File: src/rtl/semaphore_read_controller.sv
// Read-back path of the semaphore block: per-core read requests are arbitrated
// round-robin, one grant per cycle, and the addressed 4-bit slot is returned with a 1-cycle ack.
module semaphore_read_controller #(
   parameter int NumberOfSemaphores = 4,
   parameter int NumberOfCores      = 2,
   localparam int SemIdxWidth = (NumberOfSemaphores > 1) ? $clog2(NumberOfSemaphores) : 1
) (
   input  logic                                      SEMAPHOREREADCONTROLLER_Clk,
   input  logic                                      SEMAPHOREREADCONTROLLER_nReset,
   input  logic [NumberOfCores-1:0]                  SEMAPHOREREADCONTROLLER_Rd_req,
   input  logic [NumberOfCores*SemIdxWidth-1:0]      SEMAPHOREREADCONTROLLER_Rd_addr,
   input  logic [4*NumberOfSemaphores*NumberOfCores-1:0] SEMAPHOREREADCONTROLLER_Data_fromSemaphore,
   output logic [4*NumberOfCores-1:0]                SEMAPHOREREADCONTROLLER_Data_toCPU,
   output logic [NumberOfCores-1:0]                  SEMAPHOREREADCONTROLLER_Rd_ack,
   output logic [NumberOfCores-1:0]                  SEMAPHOREREADCONTROLLER_Busy,
   output logic [NumberOfCores-1:0]                  SEMAPHOREREADCONTROLLER_Rd_overrun,
   output logic [2*NumberOfCores-1:0]                dbg_state
);

   localparam int NS = NumberOfSemaphores;
   localparam int NC = NumberOfCores;
   localparam int SW = SemIdxWidth;
   localparam int CW = (NC > 1) ? $clog2(NC) : 1;
   localparam bit AddrCanOverflow = ((1 << SW) != NS);

   localparam logic [1:0] ST_IDLE = 2'd0;
   localparam logic [1:0] ST_WAIT = 2'd1;
   localparam logic [1:0] ST_DONE = 2'd2;

   // Handshake: a Rd_req bit is a single-cycle request, accepted only while that core
   // is IDLE or DONE; Rd_ack is the one-cycle completion that presents Data_toCPU.
   // A request seen while WAIT is dropped and flagged on Rd_overrun the next cycle.

   logic [1:0]    state    [NC];
   logic [SW-1:0] lat_addr [NC];
   logic [3:0]    data_q   [NC];
   logic [3:0]    slot_arr [NC][NS];
   logic [3:0]    slot_word[NC];
   logic [NC-1:0] overrun_q;
   logic [NC-1:0] wait_vec;
   logic [NC-1:0] grant;
   logic          grant_vld;
   logic [CW-1:0] rr_ptr;
   logic [CW-1:0] next_ptr;

   always_comb begin
      for (int c = 0; c < NC; c++) begin
         for (int s = 0; s < NS; s++) begin
            slot_arr[c][s] = SEMAPHOREREADCONTROLLER_Data_fromSemaphore[4*(c*NS+s) +: 4];
         end
      end
   end

   // Indices beyond the populated slots read as zero.
   always_comb begin
      for (int c = 0; c < NC; c++) begin
         slot_word[c] = 4'b0000;
         if (!(AddrCanOverflow && (int'(lat_addr[c]) >= NS))) begin
            slot_word[c] = slot_arr[c][lat_addr[c]];
         end
      end
   end

   always_comb begin
      wait_vec = '0;
      for (int c = 0; c < NC; c++) begin
         wait_vec[c] = (state[c] == ST_WAIT);
      end
   end

   // Scan from rr_ptr upward (mod NC); the first waiting core wins.
   always_comb begin
      grant     = '0;
      grant_vld = 1'b0;
      next_ptr  = rr_ptr;
      for (int i = 0; i < NC; i++) begin
         for (int c = 0; c < NC; c++) begin
            if (!grant_vld && wait_vec[c] && (((int'(rr_ptr) + i) % NC) == c)) begin
               grant[c]  = 1'b1;
               grant_vld = 1'b1;
               next_ptr  = CW'((c + 1) % NC);
            end
         end
      end
   end

   always_ff @(posedge SEMAPHOREREADCONTROLLER_Clk or negedge SEMAPHOREREADCONTROLLER_nReset) begin
      if (!SEMAPHOREREADCONTROLLER_nReset) begin
         rr_ptr    <= '0;
         overrun_q <= '0;
         for (int c = 0; c < NC; c++) begin
            state[c]    <= ST_IDLE;
            lat_addr[c] <= '0;
            data_q[c]   <= 4'b0000;
         end
      end else begin
         if (grant_vld) begin
            rr_ptr <= next_ptr;
         end
         for (int c = 0; c < NC; c++) begin
            overrun_q[c] <= SEMAPHOREREADCONTROLLER_Rd_req[c] && (state[c] == ST_WAIT);
            if (grant[c]) begin
               data_q[c] <= slot_word[c];
            end
            case (state[c])
               ST_IDLE, ST_DONE: begin
                  if (SEMAPHOREREADCONTROLLER_Rd_req[c]) begin
                     state[c]    <= ST_WAIT;
                     lat_addr[c] <= SEMAPHOREREADCONTROLLER_Rd_addr[c*SW +: SW];
                  end else begin
                     state[c] <= ST_IDLE;
                  end
               end
               ST_WAIT: begin
                  if (grant[c]) begin
                     state[c] <= ST_DONE;
                  end
               end
               default: state[c] <= ST_IDLE;
            endcase
         end
      end
   end

   always_comb begin
      SEMAPHOREREADCONTROLLER_Data_toCPU  = '0;
      SEMAPHOREREADCONTROLLER_Rd_ack      = '0;
      SEMAPHOREREADCONTROLLER_Busy        = '0;
      SEMAPHOREREADCONTROLLER_Rd_overrun  = overrun_q;
      dbg_state                           = '0;
      for (int c = 0; c < NC; c++) begin
         SEMAPHOREREADCONTROLLER_Data_toCPU[4*c +: 4] = data_q[c];
         SEMAPHOREREADCONTROLLER_Rd_ack[c]            = (state[c] == ST_DONE);
         SEMAPHOREREADCONTROLLER_Busy[c]              = wait_vec[c];
         dbg_state[2*c +: 2]                          = state[c];
      end
   end

endmodule

File: config.mk
export PLATFORM = sky130hd
export DESIGN_NAME = semaphore_read_controller
export DESIGN_NICKNAME = d
export VERILOG_FILES = /design/src/rtl/semaphore_read_controller.sv
export SDC_FILE = /design/constraint.sdc
export NUM_CORES = 1
export LEC_CHECK = 0
export ABC_CLOCK_PERIOD_IN_PS = 1550
export CORE_ASPECT_RATIO = 1.2
export CORE_UTILIZATION = 36
export CTS_BUF_LIST = sky130_fd_sc_hd__clkbuf_4 sky130_fd_sc_hd__clkbuf_8 sky130_fd_sc_hd__clkbuf_16
export CTS_CLUSTER_DIAMETER = 120
export DETAILED_ROUTE_END_ITERATION = 12
export PLACE_DENSITY = 0.86
export SYNTH_ARGS = -nofsm -noshare
export SYNTH_HDL_FRONTEND = slang
export SYNTH_SLANG_ARGS = --single-unit
File: constraint.sdc
create_clock -name SEMAPHOREREADCONTROLLER_Clk -period 1.55 [get_ports SEMAPHOREREADCONTROLLER_Clk]
set_input_delay 0.155 -clock SEMAPHOREREADCONTROLLER_Clk [delete_from_list [all_inputs] [get_ports SEMAPHOREREADCONTROLLER_Clk]]
set_output_delay 0.155 -clock SEMAPHOREREADCONTROLLER_Clk [all_outputs]
set_load 0.005 [all_outputs]
==> metrics.cfg, run 1 <==
[clocking]
cts_buffer_depth = 2
root_buffer = clkbuf_4
cts-htree-levels = 1
cts_buffers = 3
cts_num_sinks = 19
cts_tree = yes
clkTransAtPathRegs_ps = 110
insertion_delay_ps = 320

[detailed_routing]
routed_wl_um = 2300
via_count = 741
drc = 0
first_pass_iters = 3
antenna_left = 0
drt-initial-drc-count = 3
drt-vias-per-instance = 4.91
wl_per_cell_um = 15.3

[layout]
drive_above_1_share_pct = 25.0
final_area_mm2 = 0.00161
final_cell_mix = 53 x clkdlybuf4s50_1, 19 x dfrtp_1, 8 x mux4_2, 8 x mux2_4
antenna-diode-count = 0
finalNetCount = 161
layout.cells.non_filler = 151
area_delta_synth_final_pct = 73.6
layout_commonest_cell = clkdlybuf4s50_1
fill_cells = 165

[die]
num_rows = 19
die_w_um = 48.4
ios = 58
die_area_mm2 = 0.00279
die_y_um = 57.7
start_util_pct = 39.1
core_mm2 = 0.00238

[synthesis]
synth_largest_area_cell = dfrtp_1
ys_warn_count = 0
netlist_area_um2 = 930
ys_ff_latch = 19
synthDistinctLibCells = 14
yosysSeqAreaShare_pct = 51.1
avgSynthCellArea_um2 = 16.9
synth_nets = 95
syn_inst = 55
netlist.area_leader.share_pct = 51.1
synth_top_cells_by_area = dfrtp_1 51%, mux4_2 19%, mux2_4 13%

[sta]
max_slew_margin_pct = 80.7
fmax_mhz = 689
hold_violations = 0
setup_viol = 0
fin_crit_sh_pct = 93.6
tns_ps = 0
slew_viol_final = 0
fin_worst_skew_ps = 12.4
period_needed_ps = 1450
rsz0062_at_grt = false
whs_ps = 157
worst_slew_pin_slew_ps = 289

[power]
power_density_mw_per_mm2 = 1710
p_leak_nw = 0.702
power.total_mw = 2.77
peakVddDrop_uv = 867

[critical_path]
arrival_ps = 1300
critical_path_buf_inv_count = 1
cp_top_family = buffers and inverters
crit_fanout = 4
slowest_delay_ps = 530
cp_slowest_cell = clkdlybuf4s50_1
reg2reg_slack_ps = 110
endpoint_kind = primary output
crit_chain = clkdlybuf4s50_1
setup.worst_path.class = register to primary output
cp.required_ps = 1390
rr_endpoint = SEMAPHOREREADCONTROLLER_Data_toCPU[5]
ff2ff_path_depth = 2
cp-start-kind = register
r2r_start = lat_addr[0]

[placed_design]
dpl-instance-area_mm2 = 0.00155
port_buffers = 57
hpwl_um = 1860
globalplace.congestion = 0.785
place_inst = 144

[global_route]
grt_max_degree = 20
grtUsageTotal_pct = 19.4
grt_pass1_wl_um = 3840
grt_pass1_vias = 852
antenna_found_initial = 0
overflow = 0

[run]
max_cap_viol_count = 0

[status]
outcome = finished, final reports clean

[worst_hold_path]
min_path_type = input port to async pin

==> cell type report <==
type | instances | area, um2 | area share (%)
clock buffers | 4 | 30.0 | 1.86
multi-input cells | 34 | 459 | 28.4
inverters | 2 | 7.51 | 0.465
well taps | 31 | 38.8 | 2.40
flip-flops and latches | 19 | 475 | 29.5
repair buffers | 61 | 603 | 37.4
==> synth_stat cells <==
library cell / number
inv_2: 2
dfrtp_1: 19
a21oi_4: 1
and2_1: 2
mux2_4: 8
nand2b_2: 1
nor2b_1: 4
nand2b_1: 1
mux2_1: 4
o21ai_1: 1
mux4_2: 8
nand2_1: 1
o21a_2: 1
o21bai_1: 2
==> report_power, final <==
| group | switching, mW | internal, mW | leakage, nW |
|---|---|---|---|
| logic | 0.427 | 1.06 | 0.456 |
| clock network | 0.161 | 0.118 | 0.0184 |
| registers | 0.256 | 0.740 | 0.228 |
==> how the worst max path moves through the flow <==
stage | from | to | slack [ps] | cells after the start
floorplan | lat_addr[2] | SEMAPHOREREADCONTROLLER_Data_toCPU[0] | 210 | 2
global placement | lat_addr[2] | SEMAPHOREREADCONTROLLER_Data_toCPU[1] | 160 | 2
detailed placement | SEMAPHOREREADCONTROLLER_Data_fromSemaphore[30] | SEMAPHOREREADCONTROLLER_Data_toCPU[6] | 110 | 3
CTS | dbg_state[1] | SEMAPHOREREADCONTROLLER_Rd_ack[0] | 20 | 3
global route | dbg_state[2] | dbg_state[2] | 40 | 1
finish | dbg_state[2] | dbg_state[2] | 100 | 1
==> registers in the layout (all words and copies together) (netlist names) <==
name	flops
dbg_state	4
rr_ptr	1
SEMAPHOREREADCONTROLLER_Data_toCPU	8
lat_addr	4
SEMAPHOREREADCONTROLLER_Rd_overrun	2
==> through the flow <==
| stage | util, % | setup WS, ps |
|---|---|---|
| 2_1_floorplan | - | 213 |
| 5_1_grt | 67.9 | 36.1 |
| 6_report | 67.9 | 99.3 |
| 4_1_cts | 67.7 | 22.9 |
| 3_5_place_dp | 65.1 | 107 |
| 3_3_place_gp | 65.1 | 156 |
==> cell families (layout without fill, tap and decap cells) <==
family          Yosys count  in the layout  share of synthesized area (%)
compound gates            5              5                           4.84
buf+inv                   2             67                          0.808
flops                    19             19                           51.1
mux                      20             20                           37.1
simple gates              9              9                           6.06
==> per-layer routing <==
| layer | routed length (um) | up-vias | track usage, % | part of all wire, % |
|---|---|---|---|---|
| li1 | - | 337 | - | - |
| met1 | 825 | 358 | 19.9 | 36 |
| met2 | 1250 | 37 | 34.4 | 54 |
| met3 | 121 | 9 | 3.67 | 5.3 |
| met4 | 102 | 0 | 16.4 | 4.4 |
| met5 | 0 | - | 0 | 0 |
==> repair_timing <==
item,in CTS,in global routing
hold buffers,0,0
buffers inserted,3,0
gates resized for setup,4,2
setup endpoints to repair,2,2
Power figures use the tool's default switching activity.
==> inputs of run 2 (changes only) <==
CORE_MARGIN = 1.5   (was default)
GPL_TIMING_DRIVEN = 0   (was default)
==> run 2 against run 1 <==
Against the previous run: first-iteration DRC count is 67% higher; hold slack better by 160 ps; global-route usage is 3.6 points lower; flip-flop and latch count stayed put; worst setup slack better by 21 ps; register-to-register slack hardly changed; maximum frequency is 1.5% higher; total power is 3.0% lower; cell count is 0.66% lower; clock skew is 7.1 ps lower; critical path type is now register to register; sequential share of layout area is 0.47 points higher; clock power is 14% lower.
==> metrics.cfg, run 2 (synthesis gave the netlist of run 1 again) <==
[status]
outcome = finished, final reports clean

[global_route]
grt_max_degree = 20  ; unchanged
overflow = 0  ; unchanged
grtUsageTotal_pct = 15.9  ; -3.6 points
grt_pass1_vias = 782  ; -8.2%
grt_pass1_wl_um = 3460  ; -9.9%
antenna_found_initial = 0  ; unchanged

[layout]
layout.cells.non_filler = 150  ; -0.66%
antenna-diode-count = 0  ; unchanged
multi_input_comb_area_um2 = 459  ; unchanged
fill_cells = 198  ; +20%
postLayoutCoreUtil_pct = 63.7  ; -4.2 points
layout_commonest_cell = clkdlybuf4s50_1
largest_reg_flops = 8  ; unchanged
final_cell_mix = 53 x clkdlybuf4s50_1, 18 x dfrtp_1, 8 x mux4_2, 8 x mux2_4
area_delta_synth_final_pct = 71.3
layout.area.seq_um2 = 477  ; +0.26%
drive_above_1_share_pct = 23.9  ; -1.1 points
finalNetCount = 158  ; -1.9%

[sta]
finalWorstSetupSlack_ps = 120  ; +21.1 ps
rsz0062_at_grt = false
setup_viol = 0  ; unchanged
worst_slew_pin_slew_ps = 814  ; +525 ps
slew_viol_final = 0  ; unchanged
hold_violations = 0  ; unchanged
max_slew_margin_pct = 45.5  ; -35 points
fmax_mhz = 699  ; +1.5%
tns_ps = 0  ; unchanged
fin_crit_sh_pct = 92.2  ; -1.4 points
period_needed_ps = 1430  ; -21.1 ps
fin_worst_skew_ps = 5.33  ; -7.05 ps

[critical_path]
rr_endpoint = SEMAPHOREREADCONTROLLER_Data_toCPU[5]
slowest_delay_ps = 550  ; +20 ps
setup.worst_path.class = register to register
crit_fanout = 5  ; +1
r2r_start = lat_addr[0]
reg2reg_slack_ps = 120  ; about the same
endpoint_kind = register
ff2ff_path_depth = 2  ; unchanged
cp-start-kind = register
crit_chain = mux4_2, mux2_4
cp_slowest_cell = mux4_2
cp.required_ps = 1740  ; +350 ps
arrival_ps = 1620  ; +320 ps

[clocking]
clkTransAtPathRegs_ps = 100  ; about the same
cts-htree-levels = 1  ; unchanged
insertion_delay_ps = 290  ; -30 ps
cts_buffer_depth = 2  ; unchanged
cts_tree = yes
ctsHoldBuffers = 0  ; unchanged
cts_num_sinks = 19  ; unchanged
cts_buffers = 3  ; unchanged
root_buffer = clkbuf_4

[die]
die_w_um = 49.4  ; +2.1%
die_y_um = 58.7  ; +1.7%
num_rows = 20  ; +1
ios = 58  ; unchanged
start_util_pct = 37.2  ; -2.0 points
die_area_mm2 = 0.00290  ; +3.8%
core_mm2 = 0.00250  ; +5.3%

[detailed_routing]
wl_per_cell_um = 13.8  ; -9.4%
antenna_left = 0  ; unchanged
via_count = 743  ; +0.27%
drt-vias-per-instance = 4.95  ; +0.94%
drc = 0  ; unchanged
drt-initial-drc-count = 5  ; +2
routed_wl_um = 2070  ; -10%
first_pass_iters = 4  ; +1

[placed_design]
place_inst = 145  ; +0.69%
pre_cts_ws_ps = 125  ; +18.3 ps
globalplace.congestion = 0.728  ; -7.2%
hpwl_um = 1730  ; -7.4%
port_buffers = 57  ; unchanged

[power]
power.net_switching_mw = 0.814  ; -3.5%
peakVddDrop_uv = 890  ; +2.7%
p_comb_share_pct = 54.3  ; +0.4 points
p_seq_share_pct = 36.7  ; +0.7 points
p_leak_nw = 0.688  ; -2.0%
power_density_mw_per_mm2 = 1690  ; -1.7%
pwr-share-clk_pct = 8.9  ; -1.2 points
switching_share_pct = 30.3  ; -0.18 points
p_int_mw = 1.87  ; -2.7%

[worst_hold_path]
min_path_type = input port to async pin

[run]
max_cap_viol_count = 0  ; unchanged

-- run 2: how the worst max path moves through the flow --
stage / start / end / depth (start not counted)
after global placement: SEMAPHOREREADCONTROLLER_Data_fromSemaphore[29] / SEMAPHOREREADCONTROLLER_Data_toCPU[5] / 3
after global routing: lat_addr[2] / SEMAPHOREREADCONTROLLER_Data_toCPU[1] / 2
after CTS: dbg_state[2] / SEMAPHOREREADCONTROLLER_Rd_ack[1] / 2
after floorplan: lat_addr[2] / SEMAPHOREREADCONTROLLER_Data_toCPU[0] / 2
final: lat_addr[0] / SEMAPHOREREADCONTROLLER_Data_toCPU[5] / 2
after detailed placement: SEMAPHOREREADCONTROLLER_Data_fromSemaphore[31] / SEMAPHOREREADCONTROLLER_Data_toCPU[7] / 3
-- run 2: layout make-up --
cell class | instances | share of cell area, %
repair buffers | 58 | 36.4
inverters | 2 | 0.471
clock inverters | 1 | 0.314
multi-input cells | 34 | 28.8
flip-flops and latches | 19 | 29.9
clock buffers | 3 | 1.41
well taps | 33 | 2.59
-- run 2: repair_timing --
item	in CTS	in global routing
endpoints found under the setup margin	2	2
gates resized for setup	4	3
buffers inserted	1	0
-- run 2: through the flow --
stage | power, mW | hold WS (ps) | area, um2
floorplan | 1.75 | -141 | 930
global placement | 2.38 | 491 | 1540
detailed placement | 2.44 | 507 | 1540
CTS | 2.73 | 338 | 1590
global route | 2.87 | 384 | 1590
finish | 2.68 | 320 | 1590
-- run 2: critical path: cells and delay by family, from the launching register on --
kind	cells	cell delay, ps
mux	2	820
flops	1	500
-- run 2: layer usage --
layer	part of all wire [%]	GRT usage (%)
met3	10	5.08
met2	54	30.3
met5	0	0
met1	35	16.6
met4	1.3	4.76
-- run 2: power groups by stage --
stage / Sequential [mW] / Combinational [mW] / Clock [mW]
floorplan: 0.962 / 0.792 / 0
global placement: 0.970 / 1.41 / 0
detailed placement: 0.990 / 1.45 / 0
CTS: 0.992 / 1.48 / 0.253
global route: 1.04 / 1.56 / 0.273
finish: 0.986 / 1.46 / 0.240
